**src/rtl/clint_timer.sv**
```systemverilog
// Core-local interruptor: mtime, mtimecmp and msip behind a valid/ready register port.
// Define CLINT_TIMER_HALT_EN to add a timer_halt input that freezes the prescaler and mtime.
module clint_timer #(
    parameter int unsigned PRESCALE     = 1,
    parameter logic [63:0] MTIMECMP_RST = 64'hFFFF_FFFF_FFFF_FFFF
) (
    input  logic        clk,
    input  logic        rst,
`ifdef CLINT_TIMER_HALT_EN
    input  logic        timer_halt,
`endif
    input  logic        req_valid,
    output logic        req_ready,
    input  logic        req_wen,
    input  logic [15:0] req_addr,
    input  logic [63:0] req_wdata,
    input  logic [7:0]  req_wmask,
    output logic        resp_valid,
    input  logic        resp_ready,
    output logic [63:0] resp_rdata,
    output logic        resp_err,
    output logic        mtip,
    output logic        msip,
    output logic [63:0] mtime_o
);

    localparam logic [15:0] ADDR_MSIP     = 16'h0000;
    localparam logic [15:0] ADDR_MTIMECMP = 16'h4000;
    localparam logic [15:0] ADDR_MTIME    = 16'hBFF8;
    localparam logic [15:0] PRESCALE_MAX  = 16'(PRESCALE - 1);

    logic [63:0] mtime;
    logic [63:0] mtimecmp;
    logic        msip_reg;
    logic [15:0] prescaler;

    logic        halt;
    logic        tick;
    logic        accept;
    logic        hit_msip;
    logic        hit_mtimecmp;
    logic        hit_mtime;
    logic        addr_ok;
    logic [63:0] bit_mask;
    logic [63:0] rd_data;

`ifdef CLINT_TIMER_HALT_EN
    assign halt = timer_halt;
`else
    assign halt = 1'b0;
`endif

    assign tick         = !halt && (prescaler == PRESCALE_MAX);
    assign req_ready    = !resp_valid || resp_ready;
    assign accept       = req_valid && req_ready;
    assign hit_msip     = (req_addr == ADDR_MSIP);
    assign hit_mtimecmp = (req_addr == ADDR_MTIMECMP);
    assign hit_mtime    = (req_addr == ADDR_MTIME);
    assign addr_ok      = hit_msip || hit_mtimecmp || hit_mtime;

    assign msip    = msip_reg;
    assign mtime_o = mtime;

    always_comb begin
        bit_mask = '0;
        for (int i = 0; i < 8; i++) begin
            bit_mask[8*i +: 8] = {8{req_wmask[i]}};
        end
    end

    always_comb begin
        rd_data = '0;
        if (hit_msip)     rd_data = {63'd0, msip_reg};
        if (hit_mtimecmp) rd_data = mtimecmp;
        if (hit_mtime)    rd_data = mtime;
    end

    // A bus write to mtime wins over a coincident increment; the prescaler ignores writes.
    always_ff @(posedge clk or negedge rst) begin
        if (!rst) begin
            prescaler <= '0;
            mtime     <= '0;
        end else begin
            if (!halt) begin
                prescaler <= tick ? 16'd0 : prescaler + 16'd1;
            end
            if (accept && req_wen && hit_mtime) begin
                mtime <= (mtime & ~bit_mask) | (req_wdata & bit_mask);
            end else if (tick) begin
                mtime <= mtime + 64'd1;
            end
        end
    end

    always_ff @(posedge clk or negedge rst) begin
        if (!rst) begin
            mtimecmp <= MTIMECMP_RST;
            msip_reg <= 1'b0;
        end else if (accept && req_wen) begin
            if (hit_mtimecmp) begin
                mtimecmp <= (mtimecmp & ~bit_mask) | (req_wdata & bit_mask);
            end
            if (hit_msip && req_wmask[0]) begin
                msip_reg <= req_wdata[0];
            end
        end
    end

    always_ff @(posedge clk or negedge rst) begin
        if (!rst) begin
            resp_valid <= 1'b0;
            resp_rdata <= '0;
            resp_err   <= 1'b0;
        end else if (accept) begin
            resp_valid <= 1'b1;
            resp_err   <= !addr_ok;
            resp_rdata <= (req_wen || !addr_ok) ? 64'd0 : rd_data;
        end else if (resp_ready) begin
            resp_valid <= 1'b0;
        end
    end

    always_ff @(posedge clk or negedge rst) begin
        if (!rst) begin
            mtip <= 1'b0;
        end else begin
            mtip <= (mtime >= mtimecmp);
        end
    end

endmodule

```
**config.mk**
```make
export PLATFORM = sky130hd
export DESIGN_NAME = clint_timer
export DESIGN_NICKNAME = d
export VERILOG_FILES = /design/src/rtl/clint_timer.sv
export SDC_FILE = /design/constraint.sdc
export NUM_CORES = 1
export LEC_CHECK = 0
export CORE_MARGIN = 1
export CORE_UTILIZATION = 48
export DETAILED_ROUTE_END_ITERATION = 8
export PLACE_DENSITY = 0.77
export REMOVE_ABC_BUFFERS = 1
export SYNTH_ARGS = -nofsm -noshare
export SYNTH_HDL_FRONTEND = slang
export SYNTH_SLANG_ARGS = --single-unit
```
**constraint.sdc**
```tcl
create_clock -name clk -period 2.7 [get_ports clk]
set_input_delay 0.54 -clock clk [delete_from_list [all_inputs] [get_ports clk]]
set_output_delay 0.54 -clock clk [all_outputs]
set_load 0.1 [all_outputs]
```
==> summary.md <==
| Metric | Value |
|---|---|
| Core Region | about 0.025 sq mm |
| Max-cap violations | 0 |
| Cell types with the largest area share after synthesis | sky130_fd_sc_hd__dfrtp_1, sky130_fd_sc_hd__dfstp_2, sky130_fd_sc_hd__ha_1 |
| Setup repair after global routing missed its margin | false |
| Maximum root-to-sink buffer count | 3 |
| Per-instance average area after synthesis | 9.46 sq um |
| Largest net degree at the start of global routing | 74 |
| Leakage Power | 6.91 nW |
| Share of the cycle needed by the critical path after routing | between 90% and 100% |
| Post-placement cell area | 0.0154 sq mm |
| TritonCTS buffer count | 25 |
| Footprint of the flip-flops and latches | 0.00539 sq mm |
| Residual overflow from global routing | 0 |
| Number of hold buffers added after cts | 0 |
| Global placer's final weighted congestion | 0.958 |
| Outcome | completed |
| Starting utilization of the core area | 49.4% |
| Detailed placement HPWL | 29900 um |
| Number of max-slew violations in the final report | 0 |
| Shortest clock period the worst path allows after layout | 2.58 ns |
| Highest Clock Rate | 388 MHz |
| TritonCTS clock tree | built |
| Overall die width | 161 um |
| Gate count of the mapped netlist | 1282 |
| Vertical die dimension | 161 um |
| Total detailed-routing wirelength | 39700 um |
| Net count reported at finish | 1769 |
| Power per cell area | 443 mW/mm^2 |
| Mean number of vias per cell | 6.05 |
| Skew final | 0.0104 ns |
| Layout cells sized above 1 | 28.6% |
| Clock latency on the worst-skew pair | 0.52 ns |
| Most frequent standard cell in the layout excluding fill and tap cells | sky130_fd_sc_hd__buf_4 |
| Sum of internal, switching and leakage power | 7.24 mW |
| Worst Hold Class | input pin to async pin |
| Sequential share of the synthesized area | between 40% and 50% |
| Setup bufs post-CTS | 0 |
| Multi-input combinational cell area | 0.00632 sq mm |
| Cell area after synthesis | 0.0121 sq mm |
| Post-route ant nets | 0 |
| Proportion of synthesized flip-flops having asynchronous set or reset | 100% |
| Maximum resistive drop on vdd | 492 uV |
| Prevailing post-synth register cell | sky130_fd_sc_hd__dfrtp_1 |
| Filler Cells Inserted | around 2000 |
| Global Route Usage Sum | 30.3% |
| CP endpoint kind | flop |
| Worst r2r path cells | 7 |
| Buffer cell driving the clock tree root | sky130_fd_sc_hd__clkbuf_16 |
| Total vias in the final route | 11795 |
| Register bit total from synthesis | 212 |
| Site Rows | 57 |
| Area share of the largest cell type after synthesis | 30.5% |
| Worst-case register-to-register setup slack | 0.12 ns |
| CTS Sinks | 212 |
| Cell type with the largest total area after synthesis | sky130_fd_sc_hd__dfrtp_1 |
| Leading cell types in the layout, fill and taps excluded | sky130_fd_sc_hd__buf_4, sky130_fd_sc_hd__dfrtp_1, sky130_fd_sc_hd__nand2_1, sky130_fd_sc_hd__clkdlybuf4s50_1, sky130_fd_sc_hd__inv_1 |
| Synth warnings | 0 |
| Signed area change from the synthesized netlist to the final layout | 34.5% |
| Number of global-route vias before repair | 11603 |
| Data required time at the worst endpoint | 3.10 ns |
| Data arrival time at the worst-slack endpoint | 2.98 ns |
| EDFF count, synth | 0 |
| Count of input and output buffers | approximately 230 |
| Number of top-level design ports | 226 |
| Final setup violation count | 0 |
| Distinct cell type count of the synthesized netlist | 71 |
| Drc violations | 0 |
| Startpoint class of the critical path | flop |
| N_diodes | 0 |
| Worst-path fanout max | 6 |
| Critical path class | flop to flop |
| Pre-antenna DRT Iters | 6 |
| Per-cell routed wire length | 20.3 um |
| Clk slew on worst S/H paths | 0.06 ns |
| Slew @ Worst Pin | 0.626 ns |
| Antenna violations before repair | 0 |
| Area of the die | 0.0259 sq mm |
| Total count of hold-check failures in the final report | 0 |
| Maximum level of the CTS H-tree | 1 |
| Global-route wire length before repair | between 60000 and 70000 um |
| Detailed router's first-iteration violation count | 1177 |
| Post-layout instance area | 0.0163 sq mm |
| Slew HR | 57.9% |
## power by group
| part | switching, mW | total [mW] | internal [mW] | leakage (nW) |
|---|---|---|---|---|
| clock | 1.34 | 3.41 | 2.08 | 0.396 |
| combinational | 0.396 | 0.611 | 0.216 | 3.93 |
| sequential | 0.0113 | 3.21 | 3.20 | 2.58 |
| total | 1.74 | 7.24 | 5.49 | 6.91 |
## critical path, cell delays in order, from the launching register on
cell,delay [ns]
sky130_fd_sc_hd__dfrtp_1,0.46
sky130_fd_sc_hd__nand3_1,0.13
sky130_fd_sc_hd__or3_1,0.44
sky130_fd_sc_hd__or4_1,0.54
sky130_fd_sc_hd__buf_4,0.17
sky130_fd_sc_hd__nor3_1,0.39
sky130_fd_sc_hd__xnor2_1,0.22
sky130_fd_sc_hd__o21ai_1,0.11
## metal layers
layer / track usage, % / wire length, um
met2: 48.8 / 18500
met1: 41.4 / 16700
met4: 10.6 / 1230
met3: 4.96 / 3180
met5: 0 / 0
## Yosys cell counts (7+ instances only)
| library cell | count |
|---|---|
| sky130_fd_sc_hd__dfrtp_1 | 148 |
| sky130_fd_sc_hd__nand2_1 | 145 |
| sky130_fd_sc_hd__inv_1 | 78 |
| sky130_fd_sc_hd__nor2_1 | 70 |
| sky130_fd_sc_hd__o21ai_0 | 70 |
| sky130_fd_sc_hd__a22oi_1 | 67 |
| sky130_fd_sc_hd__ha_1 | 67 |
| sky130_fd_sc_hd__dfstp_2 | 64 |
| sky130_fd_sc_hd__mux2_2 | 60 |
| sky130_fd_sc_hd__nand3_1 | 58 |
| sky130_fd_sc_hd__a21oi_1 | 57 |
| sky130_fd_sc_hd__clkbuf_1 | 46 |
| sky130_fd_sc_hd__nand4_1 | 43 |
| sky130_fd_sc_hd__nor3_1 | 25 |
| sky130_fd_sc_hd__and3_1 | 23 |
| sky130_fd_sc_hd__o21ai_1 | 20 |
| sky130_fd_sc_hd__and2_1 | 16 |
| sky130_fd_sc_hd__and4_1 | 15 |
| sky130_fd_sc_hd__xnor2_1 | 15 |
| sky130_fd_sc_hd__a211oi_1 | 14 |
| sky130_fd_sc_hd__nor4_1 | 13 |
| sky130_fd_sc_hd__a21o_1 | 11 |
| sky130_fd_sc_hd__a31oi_1 | 11 |
| sky130_fd_sc_hd__mux2i_1 | 9 |
| sky130_fd_sc_hd__o221a_2 | 8 |
| sky130_fd_sc_hd__or3_1 | 8 |
| sky130_fd_sc_hd__buf_2 | 7 |
| sky130_fd_sc_hd__o21a_1 | 7 |
| sky130_fd_sc_hd__o21bai_1 | 7 |
| sky130_fd_sc_hd__o22ai_1 | 7 |
| sky130_fd_sc_hd__or4_1 | 7 |
## area by class of cell
type,count,area share [%]
Multi-Input combinational cell,933,38.8
Sequential cell,212,33.0
Timing Repair Buffer,359,18.9
Clock buffer,38,4.32
Tap cell,324,2.48
Inverter,78,1.79
Clock inverter,7,0.690
## worst min-delay path by stage
stage                   startpoint              to  slack, ns  cells after the start
floorplan                      rst       async pin       0.24                      0
global placement    resp_rdata[61]  resp_rdata[61]       0.46                      2
detailed placement  resp_rdata[53]  resp_rdata[53]       0.47                      2
CTS                            rst  resp_rdata[63]       0.06                      1
global route                   rst   prescaler[15]       0.09                      1
finish                         rst   prescaler[15]       0.05                      1
## per-stage QoR
stage          std cells  setup TNS, ns  hold WS, ns  utilization (%)  setup slack (ns)
4_1_cts             1951              0       0.0640             66.3            0.0208
6_report            1951              0       0.0546             66.5             0.120
3_3_place_gp        1906          -8.10        0.463             62.9            -0.243
3_5_place_dp        1906         -15.32        0.472             62.9            -0.278
2_1_floorplan       1223        -310.74        0.244                -             -2.89
5_1_grt             1951              0       0.0949             66.5            0.0219
## kinds of logic after synthesis
group / Yosys count / synth area share (%)
adder cells (fa/ha/maj): 67 / 6.91
buffers and inverters: 137 / 4.36
AO/OA/AOI/OAI: 319 / 17.2
flip-flops: 212 / 44.4
multiplexers: 75 / 6.87
AND/OR/NAND/NOR: 451 / 18.7
XOR/XNOR: 21 / 1.52
## timing repair
action | in CTS | in global routing
endpoints found under the setup margin | 2 | 6
gates resized for setup | 3 | 10
pin swaps | 1 | 2
Note: power is estimated with default switching activity, not from simulation.
